==> src/rtl/reg_access_master.sv <==
// Register-bus initiator: one read/write command in, reg_num load / legality check / strobe / readback, one response out.
// Latency accept->rsp_valid: write miss 4, read miss 4+RD_WAIT, write hit 2, read hit 2+RD_WAIT, illegal 3.
// Backpressure: cmd_ready only in IDLE; the response is held stable until rsp_valid & rsp_ready.
module reg_access_master #(
    parameter int unsigned RD_WAIT    = 1,
    parameter bit          ADDR_CACHE = 1'b1
) (
    input  logic        clk,
    input  logic        reset,
    input  logic        cmd_valid,
    output logic        cmd_ready,
    input  logic        cmd_write,
    input  logic [31:0] cmd_reg_num,
    input  logic [31:0] cmd_wdata,
    output logic        rsp_valid,
    input  logic        rsp_ready,
    output logic        rsp_write,
    output logic        rsp_illegal,
    output logic [31:0] rsp_rdata,
    input  logic        cache_inval,
    output logic [31:0] bus_data_out,
    output logic        bus_reg_num_le,
    output logic        bus_wr_en,
    output logic        bus_rd_en,
    input  logic [31:0] bus_data_in,
    input  logic        bus_illegal_reg_num
);

    localparam logic [3:0] RD_WAIT_C = 4'(RD_WAIT);

    typedef enum logic [2:0] {
        S_IDLE,
        S_ADDR,
        S_CHECK,
        S_ACCESS,
        S_WAIT,
        S_RESP
    } state_e;

    state_e      state_q, state_d;

    // latched command
    logic        wr_q;
    logic [31:0] reg_num_q;
    logic [31:0] wdata_q;

    // read wait counter and reg-number cache
    logic [3:0]  cnt_q;
    logic        cache_valid_q;
    logic [31:0] cached_num_q;

    // registered outputs and their next values
    logic        cmd_ready_q, rsp_valid_q, rsp_write_q, rsp_illegal_q;
    logic [31:0] rsp_rdata_q, bus_data_q;
    logic        le_q, wr_en_q, rd_en_q;
    logic        cmd_ready_d, rsp_valid_d, le_d, wr_en_d, rd_en_d;
    logic [31:0] bus_data_d;

    logic        accept;
    logic        cache_hit;
    logic        last_wait;
    logic        cur_wr;
    logic [31:0] cur_reg, cur_wdata;

    assign accept    = cmd_valid & cmd_ready_q;
    assign cache_hit = ADDR_CACHE && cache_valid_q && (cmd_reg_num == cached_num_q);
    assign last_wait = (state_q == S_WAIT) && (cnt_q <= 4'd1);

    // Outputs are registered from the next state, so the command fields come
    // straight from the ports in the accept cycle and from the latches after.
    assign cur_wr    = (state_q == S_IDLE) ? cmd_write   : wr_q;
    assign cur_reg   = (state_q == S_IDLE) ? cmd_reg_num : reg_num_q;
    assign cur_wdata = (state_q == S_IDLE) ? cmd_wdata   : wdata_q;

    // State register
    always_ff @(posedge clk) begin
        if (reset) begin
            state_q <= S_IDLE;
        end else begin
            state_q <= state_d;
        end
    end

    // Next-state decode: the phase sequence for one command
    always_comb begin
        state_d = state_q;
        case (state_q)
            S_IDLE:   if (accept) state_d = cache_hit ? S_ACCESS : S_ADDR;
            S_ADDR:   state_d = S_CHECK;
            S_CHECK:  state_d = bus_illegal_reg_num ? S_RESP : S_ACCESS;
            S_ACCESS: state_d = wr_q ? S_RESP : S_WAIT;
            S_WAIT:   if (last_wait) state_d = S_RESP;
            S_RESP:   if (rsp_ready) state_d = S_IDLE;
            default:  state_d = S_IDLE;
        endcase
    end

    // Output decode from the next state; only one strobe can be active and data is zero otherwise
    always_comb begin
        cmd_ready_d = (state_d == S_IDLE);
        rsp_valid_d = (state_d == S_RESP);
        le_d        = (state_d == S_ADDR);
        wr_en_d     = 1'b0;
        rd_en_d     = 1'b0;
        bus_data_d  = '0;
        if (state_d == S_ADDR) begin
            bus_data_d = cur_reg;
        end
        if (state_d == S_ACCESS) begin
            if (cur_wr) begin
                wr_en_d    = 1'b1;
                bus_data_d = cur_wdata;
            end else begin
                rd_en_d    = 1'b1;
            end
        end
    end

    // Output registers; reset drops every strobe on the next edge
    always_ff @(posedge clk) begin
        if (reset) begin
            cmd_ready_q <= 1'b1;
            rsp_valid_q <= 1'b0;
            le_q        <= 1'b0;
            wr_en_q     <= 1'b0;
            rd_en_q     <= 1'b0;
            bus_data_q  <= '0;
        end else begin
            cmd_ready_q <= cmd_ready_d;
            rsp_valid_q <= rsp_valid_d;
            le_q        <= le_d;
            wr_en_q     <= wr_en_d;
            rd_en_q     <= rd_en_d;
            bus_data_q  <= bus_data_d;
        end
    end

    // Command latch, wait counter and response fields
    always_ff @(posedge clk) begin
        if (reset) begin
            wr_q          <= 1'b0;
            reg_num_q     <= '0;
            wdata_q       <= '0;
            cnt_q         <= '0;
            rsp_write_q   <= 1'b0;
            rsp_illegal_q <= 1'b0;
            rsp_rdata_q   <= '0;
        end else begin
            if (accept) begin
                wr_q          <= cmd_write;
                reg_num_q     <= cmd_reg_num;
                wdata_q       <= cmd_wdata;
                rsp_write_q   <= cmd_write;
                rsp_illegal_q <= 1'b0;
                rsp_rdata_q   <= '0;
            end
            if (state_q == S_CHECK && bus_illegal_reg_num) begin
                rsp_illegal_q <= 1'b1;
            end
            if (state_q == S_ACCESS) begin
                cnt_q <= RD_WAIT_C;
            end else if (state_q == S_WAIT) begin
                cnt_q <= cnt_q - 4'd1;
            end
            if (last_wait) begin
                rsp_rdata_q <= bus_data_in;
            end
        end
    end

    // Reg-number cache: filled by a legal CHECK, cleared by an illegal one or by invalidation
    always_ff @(posedge clk) begin
        if (reset) begin
            cache_valid_q <= 1'b0;
            cached_num_q  <= '0;
        end else begin
            if (state_q == S_CHECK) begin
                if (bus_illegal_reg_num) begin
                    cache_valid_q <= 1'b0;
                end else begin
                    cache_valid_q <= 1'b1;
                    cached_num_q  <= reg_num_q;
                end
            end
            // invalidation wins over a same-cycle fill
            if (cache_inval) begin
                cache_valid_q <= 1'b0;
            end
        end
    end

    assign cmd_ready      = cmd_ready_q;
    assign rsp_valid      = rsp_valid_q;
    assign rsp_write      = rsp_write_q;
    assign rsp_illegal    = rsp_illegal_q;
    assign rsp_rdata      = rsp_rdata_q;
    assign bus_data_out   = bus_data_q;
    assign bus_reg_num_le = le_q;
    assign bus_wr_en      = wr_en_q;
    assign bus_rd_en      = rd_en_q;

endmodule

==> config.mk <==
export PLATFORM = sky130hd
export DESIGN_NAME = reg_access_master
export DESIGN_NICKNAME = d
export VERILOG_FILES = /design/src/rtl/reg_access_master.sv
export SDC_FILE = /design/constraint.sdc
export NUM_CORES = 1
export LEC_CHECK = 0
export ABC_AREA = 1
export CAP_MARGIN = 5
export CORE_MARGIN = 4
export CORE_UTILIZATION = 40
export CTS_BUF_LIST = sky130_fd_sc_hd__clkbuf_4 sky130_fd_sc_hd__clkbuf_8 sky130_fd_sc_hd__clkbuf_16
export DETAILED_ROUTE_END_ITERATION = 12
export PLACE_DENSITY = 0.79
export SKIP_CTS_REPAIR_TIMING = 1
export SLEW_MARGIN = 30
export SYNTH_ARGS = -nofsm -noshare
export SYNTH_HDL_FRONTEND = slang
export SYNTH_SLANG_ARGS = --single-unit
==> constraint.sdc <==
create_clock -name clk -period 2.05 [get_ports clk]
set_clock_uncertainty 0.2 [all_clocks]
set_input_delay 0.5125 -clock clk [delete_from_list [all_inputs] [get_ports clk]]
set_output_delay 0.5125 -clock clk [all_outputs]
set_load 0.02 [all_outputs]
; ---- After elaboration in Yosys (flattened, before gate mapping)
; Index checks and enable logic that the tools add are counted.
[classes]
add_sub_neg = 1
n_lt_le_gt_ge = 1
eq_ne = 9
mux = 22
n_bitwise = 3
n_reduce_logical = 12
[ops]
columns = cell, n
row1 = 32-bit two-way mux, 7
row2 = 32-bit equality test, 1
row3 = 3-bit case mux with 6 select lines, 1
row4 = 3-bit two-way mux, 4
row5 = "3-bit by 2-bit equality test with 1-bit output, second input constant", 3
row6 = "3-bit equality test, second input constant", 3
row7 = 1-bit two-way mux, 9
row8 = "3-bit by 1-bit equality test with 1-bit output, second input constant", 2
row9 = 3-bit logical NOT, 2
row10 = 2-bit nonzero test, 3
row11 = 2-bit OR reduction, 3
row12 = "4-bit by 1-bit less-or-equal comparator with 1-bit output, second input constant", 1
row13 = "4-bit by 1-bit subtractor with 4-bit output, second input constant", 1
row14 = 1-bit logical AND, 3
row15 = 2-bit two-way mux, 1
row16 = 1-bit NOT, 2
row17 = 2-bit AND reduction, 1
row18 = 1-bit AND, 1
[word_totals]
ff_bits = 175
input_bits = 103
out_inout_bits = 71
word_cells = 64

; ---- Longest topological paths before layout
; Gate-level depths: netlist (run 1).
[logic_depth]
ltp_word = 9
mapped_depth = 12
mapped_depth_nobuf = 11

; ---- Least setup slack after synthesis (run 1)
; Ideal clock, no wire load.
[synth_timing]
path_kind = reg2reg
from = register state_q[1]
to = register bus_data_q[10] (netlist: bus_data_out[10])
setup_ps = 114
arrival_ps = 1744
required_time_ps = 1736
path_slack_ps = -8
path_stages_with_launch = 9
path_buffers = 1
synth_period_minus_slack_ps = 2058
path_cell_list = dfxtp_1 > inv_1 > nor4_1 > nor2_1 > nand2_1 > inv_2 > clkbuf_8 > nand4_1 > nand2_1
[synth_between]
elab_chain_len = 8
elab_cells_between_ends = 19
cone_classes = eq/ne (7) / mux (10) / reduce/logical (2)
[synth_rtl]
columns = item, line_no
row1 = from (decl), 40  ; state_e state_q, state_d;
row2 = from (signal assigned), 80  ; state_q <= state_d;
row3 = 3-bit equality test, "67, 87"
row4 = 1-bit logical AND, 67  ; assign last_wait = (state_q == S_WAIT) && (cnt_q <= 4'd1);
row5 = 3-bit two-way mux, 92  ; S_WAIT: if (last_wait) state_d = S_RESP;
row6 = 3-bit case mux with 6 select lines, 87  ; case (state_q)
row7 = 3-bit by 1-bit equality test with 1-bit output, 106  ; if (state_d == S_ADDR) begin
row8 = 32-bit two-way mux, 106
row9 = 32-bit two-way mux, 110  ; if (cur_wr) begin
row10 = 32-bit two-way mux (*), 109  ; if (state_d == S_ACCESS) begin
row11 = to (signal assigned), 134  ; bus_data_q <= bus_data_d;
row12 = to (decl), 54  ; logic [31:0] rsp_rdata_q, bus_data_q;
; Every way passes the cells marked *; elsewhere a longest branch is shown, timed or not.
; A chain may end at the register's enable or synchronous reset.

; ---- Final worst setup path (run 1)
[layout_timing]
from = input port cmd_reg_num[7]
to = register bus_data_q[23] (netlist: bus_data_out[23])
[layout_between]
elab_chain_len = 9
elab_cells_between_ends = 10
cone_classes = eq/ne (3) / mux (6) / reduce/logical (1)
[layout_rtl]
columns = item, line_no
row1 = from (decl), 13  ; input logic [31:0] cmd_reg_num,
row2 = 32-bit equality test (*), 66  ; assign cache_hit = ADDR_CACHE && cache_valid_q && (cmd_reg_num == cached_num_q);
row3 = 1-bit logical AND (*), 66
row4 = 2-bit two-way mux (*), 88  ; S_IDLE: if (accept) state_d = cache_hit ? S_ACCESS : S_ADDR;
row5 = 3-bit two-way mux (*), 88
row6 = 3-bit case mux with 6 select lines (*), 87
row7 = 3-bit by 1-bit equality test with 1-bit output, 106
row8 = 32-bit two-way mux, 106
row9 = 32-bit two-way mux, 110
row10 = 32-bit two-way mux (*), 109
; Marked as above.

==> impl_metrics.toml, run 1 <==
[final_layout]
drive_above_1_share_pct = 15.4
fillCellCount = 1548
syn2layout_area_growth_pct = 49.8
antenna_cells = 0
nNetsFinal = 1376

[logic_synthesis]
syn_nets = 1160
seq_area_frac_synth_pct = 45.0
ys_types = 29
ys_ff_latch = 175
synth_area_per_cell_um2 = 7.39
syn-cell-area_mm2 = 0.00779
ys_warn_count = 0
syn_inst = 1055

[min_path]
worstHoldEndpoint = "reg_num_q[26]"
min-delay-start = "cmd_reg_num[26]"
hold_depth = 3
hold_path_class = "in -> reg"

[critical_path]
cp_num_buf_inv = 3
slowest_stage = "clkdlybuf4s50_1"
rr_endpoint = "bus_data_out[23]"
arrival_ns = 2.23
crit_chain = "clkdlybuf4s50_1, xnor2_1, nand2_4, nor2_4, nand3_4, o21bai_4, buf_4, clkbuf_16, nand3_1, nand2_1"
rrSetupSlack_ns = 0.02
r2r_start = "state_q[2]"
cp_top_family = "buffers and inverters"
cp-end-kind = "register"
ff2ff_path_depth = 10
start_kind = "input port"
worstSetupPathType = "in -> reg"
cp_max_fo = 8
cp_slowest_stage_delay_ns = 0.47
worstPathRequired_ns = 2.23

[timing]
hold_violations = 0
grt_setup_unrepaired = "true"
setup_tns_ns = -0.00304
worst_slack_ns = -0.00261
fmax_mhz = 487
worst_pin_slew_ns = 0.575
finalCritPeriodShare_pct = 100
fin_hold_ws_ns = 0.194
fin_crit_ns = 2.05
setup_viol = 2
relSlewSlack_pct = 61.6
finalMaxSlewViolations = 0

[status]
outcome = "complete, but fails checks"
failed_checks = "negative setup slack"

[clock_network]
cts_made_buffers = 17
cts_tree = "yes"
cts.clk_slew.worst_paths_ns = 0.07
cts_num_sinks = 175
clock_latency_ns = 0.43
root_buffer = "clkbuf_16"
h-tree-depth = 4
ctsLongestPathBuffers = 2

[global_routing]
track_usage_pct = 21.9
antenna_found_initial = 0
grt_max_degree = 71
grt_pass1_vias = 7622
grt_pass1_wl_um = 38700
grt_overflow = 0

[pwr]
vdd_drop_max_mv = 0.785
p_per_area_mw_per_mm2 = 1190
cellLeakagePower_nw = 6.01
power.total_mw = 13.9

[route]
post_drt_wl_per_cell_um = 17.0
drt-initial-drc-count = 741
via_per_inst = 5.43
via_count = 8380
wirelength_um = 26200
postRouteAntennaNets = 0
drt-pass1-iter-count = 5
drc = 0

[floorplan]
io_pins = 174
num_rows = 50
die_y_um = 148
start_util_pct = 41.1
die_area_mm2 = 0.0218
dieWidth_um = 148
core_area_mm2 = 0.0190

[placed_design]
port_buffers = 173
place_ws_ns = -0.437
place_hpwl_um = 17000
place_congestion = 0.855

[run]
cap_violations = 0
==> report_power, final <==
part           switching [mW]  total, mW  leakage, nW  internal, mW
clock                    1.47       3.52        0.315          2.05
sequential              0.317       4.29         1.43          3.98
combinational            3.59       6.12         4.27          2.54
total                    5.37       13.9         6.01          8.57
==> metrics by stage <==
stage | util [%] | cells | instance area, um^2
4_1_cts | 58.0 | 1525 | 11000
3_5_place_dp | 54.7 | 1493 | 10400
6_report | 61.6 | 1544 | 11700
2_1_floorplan | - | 1055 | 7800
3_3_place_gp | 54.7 | 1493 | 10400
5_1_grt | 61.6 | 1544 | 11700
==> placed cells by master, fill, tap and decap left out, types with 3 or more instances in the layout <==
cell,Yosys,routed
nand2_1,166,157
clkbuf_16,0,22
inv_2,3,8
nor2_4,0,4
nand2_2,0,8
nand3_2,0,3
a211oi_2,0,3
o2111ai_1,32,32
a21oi_1,128,128
clkdlybuf4s50_1,0,75
inv_6,0,6
a211oi_1,32,29
xnor2_1,8,7
dfxtp_1,175,173
o21ai_0,121,120
nand3_1,67,60
bufinv_16,0,3
nor3_4,2,3
nand3_4,0,4
buf_6,0,3
nor2_2,0,7
buf_12,0,15
dlymetal6s2s_1,0,98
nor2_1,73,62
nand4_1,48,48
buf_4,2,91
inv_1,95,89
==> worst register-to-register path: cells and delay by family (launching register included) <==
kind / cells / cell delay, ns
AND/OR/NAND/NOR: 6 / 0.75
flip-flops: 1 / 0.37
buffers and inverters: 3 / 0.50
AO/OA/AOI/OAI: 1 / 0.16
==> cells in the mapped netlist <==
cell type	n	area share [%]
and3_1	1	0.080
nor4_1	2	0.16
ha_1	2	0.32
clkinv_1	1	0.048
buf_4	2	0.19
o211ai_2	1	0.16
nor2_1	73	3.5
nand2_1	166	8.0
buf_1	6	0.29
nor3_4	2	0.42
dfxtp_1	175	45
nor3_1	3	0.19
clkbuf_1	68	3.3
nand4_1	48	3.9
xnor2_1	8	0.90
a211oi_1	32	3.1
inv_1	95	4.6
nand4_2	1	0.16
buf_2	10	0.64
o21bai_2	1	0.14
clkbuf_8	4	0.71
o21ai_0	121	7.8
nand3_1	67	4.3
o21ai_1	1	0.064
a21oi_1	128	8.2
o2111ai_1	32	3.6
inv_2	3	0.14
nor3_2	1	0.13
xor2_1	1	0.11
==> logic make-up (layout without fill, tap and decap cells) <==
family	after synthesis	after routing	synth area share, %
adder cells (fa/ha/maj)	2	2	0.321
buffers and inverters	189	418	9.87
flip-flops	175	175	45.0
AND/OR/NAND/NOR	364	364	20.8
XOR/XNOR	9	9	1.01
AO/OA/AOI/OAI	316	316	23.0
==> registers in the layout (all words and copies together) (netlist names) <==
signal          count
bus_data_out       32
bus_rd_en           1
bus_reg_num_le      1
bus_wr_en           1
cache_valid_q       1
cached_num_q       32
cmd_ready           1
cnt_q               4
reg_num_q          32
rsp_illegal         1
rsp_rdata          32
rsp_valid           1
rsp_write           1
state_q             3
wdata_q            32
==> layout make-up <==
class	instances	area, um^2	area share (%)
well taps	260	325	2.79
clock buffers	21	468	4.01
clock inverters	11	165	1.41
repair buffers	287	3120	26.7
inverters	99	377	3.23
multi-input cells	691	3710	31.8
flip-flops and latches	175	3510	30.1
==> per-layer routing <==
metal	routed length (um)	global-route usage (%)	up-vias
met5	0	0	-
met4	751	6.99	0
met3	2590	6.38	72
met2	12800	36.9	417
met1	10100	27.0	3849
li1	-	-	4042
==> worst max path at each step <==
stage                                start                to  slack [ns]  cells past startpoint
after floorplan                  cmd_valid  bus_data_out[22]        0.03                     10
final                       cmd_reg_num[7]  bus_data_out[23]      -0.003                     10
after global routing            state_q[0]  bus_data_out[23]       -0.07                      9
after detailed placement    cmd_reg_num[8]  bus_data_out[29]       -0.44                     12
after CTS                 bus_data_out[10]  bus_data_out[10]       -0.12                      1
after global placement     cmd_reg_num[12]  bus_data_out[28]       -0.44                     13
Note: power is estimated with default switching activity, not from simulation.
==> run 2, diff against run 1 <==
Settings changed: CORE_UTILIZATION 40 to 25, PLACE_DENSITY 0.79 to 0.54.
==> run 2 against run 1 <==
Against the previous run:
- the flow now finishes without violations
- register-to-register slack improved by 0.05 ns
- count of clock-buffer cells in the layout down 4
- critical path depth down 1
- critical endpoint is now bus_data_out[9]
- final area shrank 1.1%
- flip-flop and latch count unchanged
- maximum frequency grew 3.7%
- combinational power shrank 4.4%
- sequential share of layout area increased by 0.33 points
==> impl_metrics.toml, run 2 (same netlist as run 1, synthesis figures left out) <==
[status]
outcome = "completed"

[floorplan]
start_util_pct = 25.4
io_pins = 174
die_area_mm2 = 0.0341
core_area_mm2 = 0.0307
dieWidth_um = 185
num_rows = 64
die_y_um = 185

[final_layout]
antenna_cells = 0
multi_input_area_mm2 = 0.00360
drive_above_1_share_pct = 13.2
register_area_mm2 = 0.00351
final_cell_mix = "dfxtp_1, nand2_1, a21oi_1, o21ai_0, dlymetal6s2s_1"
nNetsFinal = 1362
fillCellCount = 3109
syn2layout_area_growth_pct = 48.1
final_common_cell = "dfxtp_1"

[clock_network]
cts.clk_slew.worst_paths_ns = 0.08
ctsLongestPathBuffers = 2
cts_made_buffers = 17
h-tree-depth = 4
root_buffer = "clkbuf_16"
cts_num_sinks = 175
cts_tree = "yes"
clock_latency_ns = 0.44

[pwr]
p_per_area_mw_per_mm2 = 1170
internal_power_mw = 8.03
p_sw_mw = 5.43
pwr-share-seq_pct = 31.7
cellLeakagePower_nw = 5.94
vdd_drop_max_mv = 0.603
combinationalPowerShare_pct = 43.5
clkPwrFrac_pct = 24.8
swShare_pct = 40.3

[route]
via_count = 7967
drt-pass1-iter-count = 4
wirelength_um = 27100
drc = 0
postRouteAntennaNets = 0
drt-initial-drc-count = 615
via_per_inst = 4.78
post_drt_wl_per_cell_um = 16.3

[min_path]
hold_depth = 3
hold_path_class = "in -> reg"
min-delay-start = "cmd_reg_num[1]"
worstHoldEndpoint = "reg_num_q[1]"

[global_routing]
grt_pass1_wl_um = 40300
grt_overflow = 0
track_usage_pct = 15.0
grt_pass1_vias = 7400
grt_max_degree = 117
antenna_found_initial = 6

[critical_path]
cp_max_fo = 8
rr_endpoint = "bus_data_out[9]"
ff2ff_path_depth = 9
rrSetupSlack_ns = 0.07
r2r_start = "state_q[0]"
arrival_ns = 2.16
start_kind = "register"
worstSetupPathType = "reg -> reg"
worstPathRequired_ns = 2.23
cp-end-kind = "register"

[timing]
setup_viol = 0
fmax_mhz = 505
relSlewSlack_pct = 60.3
worst_slack_ns = 0.0698
fin_crit_ns = 1.98
finalCritPeriodShare_pct = 96.6
finalMaxSlewViolations = 0
fin_hold_ws_ns = 0.203
worst_pin_slew_ns = 0.596
hold_violations = 0

[run]
cap_violations = 0

[placed_design]
port_buffers = 173
place_ws_ns = -0.492
place_congestion = 0.844
place_hpwl_um = 18500
[run 2: cell count changes in the layout (fill, tap and decap cells not counted), moves of 5 or more]
cell,previous run,this run
buf_4,91,83
clkdlybuf4s50_1,75,68
nand2_1,157,164
nand2_2,8,1
dlymetal6s2s_1,98,104
clkinv_8,0,5
[run 2: worst max-delay path, stage by stage (launching register included)]
cell	delay, ns
dfxtp_1	0.33
nor3_2	0.16
buf_4	0.18
nand2_1	0.08
nor2_2	0.13
nand3_2	0.13
o21bai_4	0.31
clkbuf_16	0.23
nand4_1	0.07
nand2_1	0.10
[run 2: power groups by stage]
stage	Sequential, mW	Clock (mW)	Combinational (mW)
global placement	4.35	0	5.56
global route	4.33	3.55	6.38
finish	4.27	3.34	5.85
floorplan	4.55	0	2.76
CTS	4.28	3.42	5.59
detailed placement	4.35	0	5.55
[run 2: final cells by class]
class | count | share of cell area (%)
multi-input cells | 691 | 31.2
flip-flops and latches | 175 | 30.4
repair buffers | 273 | 25.6
well taps | 396 | 4.29
clock buffers | 17 | 3.68
inverters | 99 | 3.28
clock inverters | 15 | 1.61
[run 2: worst max-delay path by stage]
stage,from,to,slack [ns],cells after the start
6_report,state_q[0],bus_data_out[9],0.07,9
5_1_grt,cached_num_q[26],bus_data_out[21],-0.02,11
4_1_cts,cmd_ready,cmd_ready,-0.17,1
3_5_place_dp,cmd_reg_num[31],bus_data_out[8],-0.49,13
3_3_place_gp,cmd_reg_num[24],bus_data_out[8],-0.48,13
2_1_floorplan,cmd_valid,bus_data_out[22],0.03,10
[run 2: layer usage]
metal / track usage, % / vias to the layer above / wire, um
met1: 18.8 / 3666 / 11700
met4: 4.61 / 10 / 571
met3: 5.25 / 42 / 2310
met5: 0 / - / 50
met2: 24.3 / 246 / 12500
li1: - / 4003 / -
[run 2: stage by stage]
stage          util, %  instance area (um^2)  setup TNS (ns)  total power [mW]  std cells
3_3_place_gp      34.1                 10500          -29.92              9.91       1627
4_1_cts           36.1                 11100           -5.66              13.3       1659
6_report          37.6                 11500               0              13.5       1666
3_5_place_dp      34.1                 10500          -30.70              9.91       1627
5_1_grt           37.6                 11500         -0.0934              14.3       1666
2_1_floorplan        -                  7800               0              7.31       1055
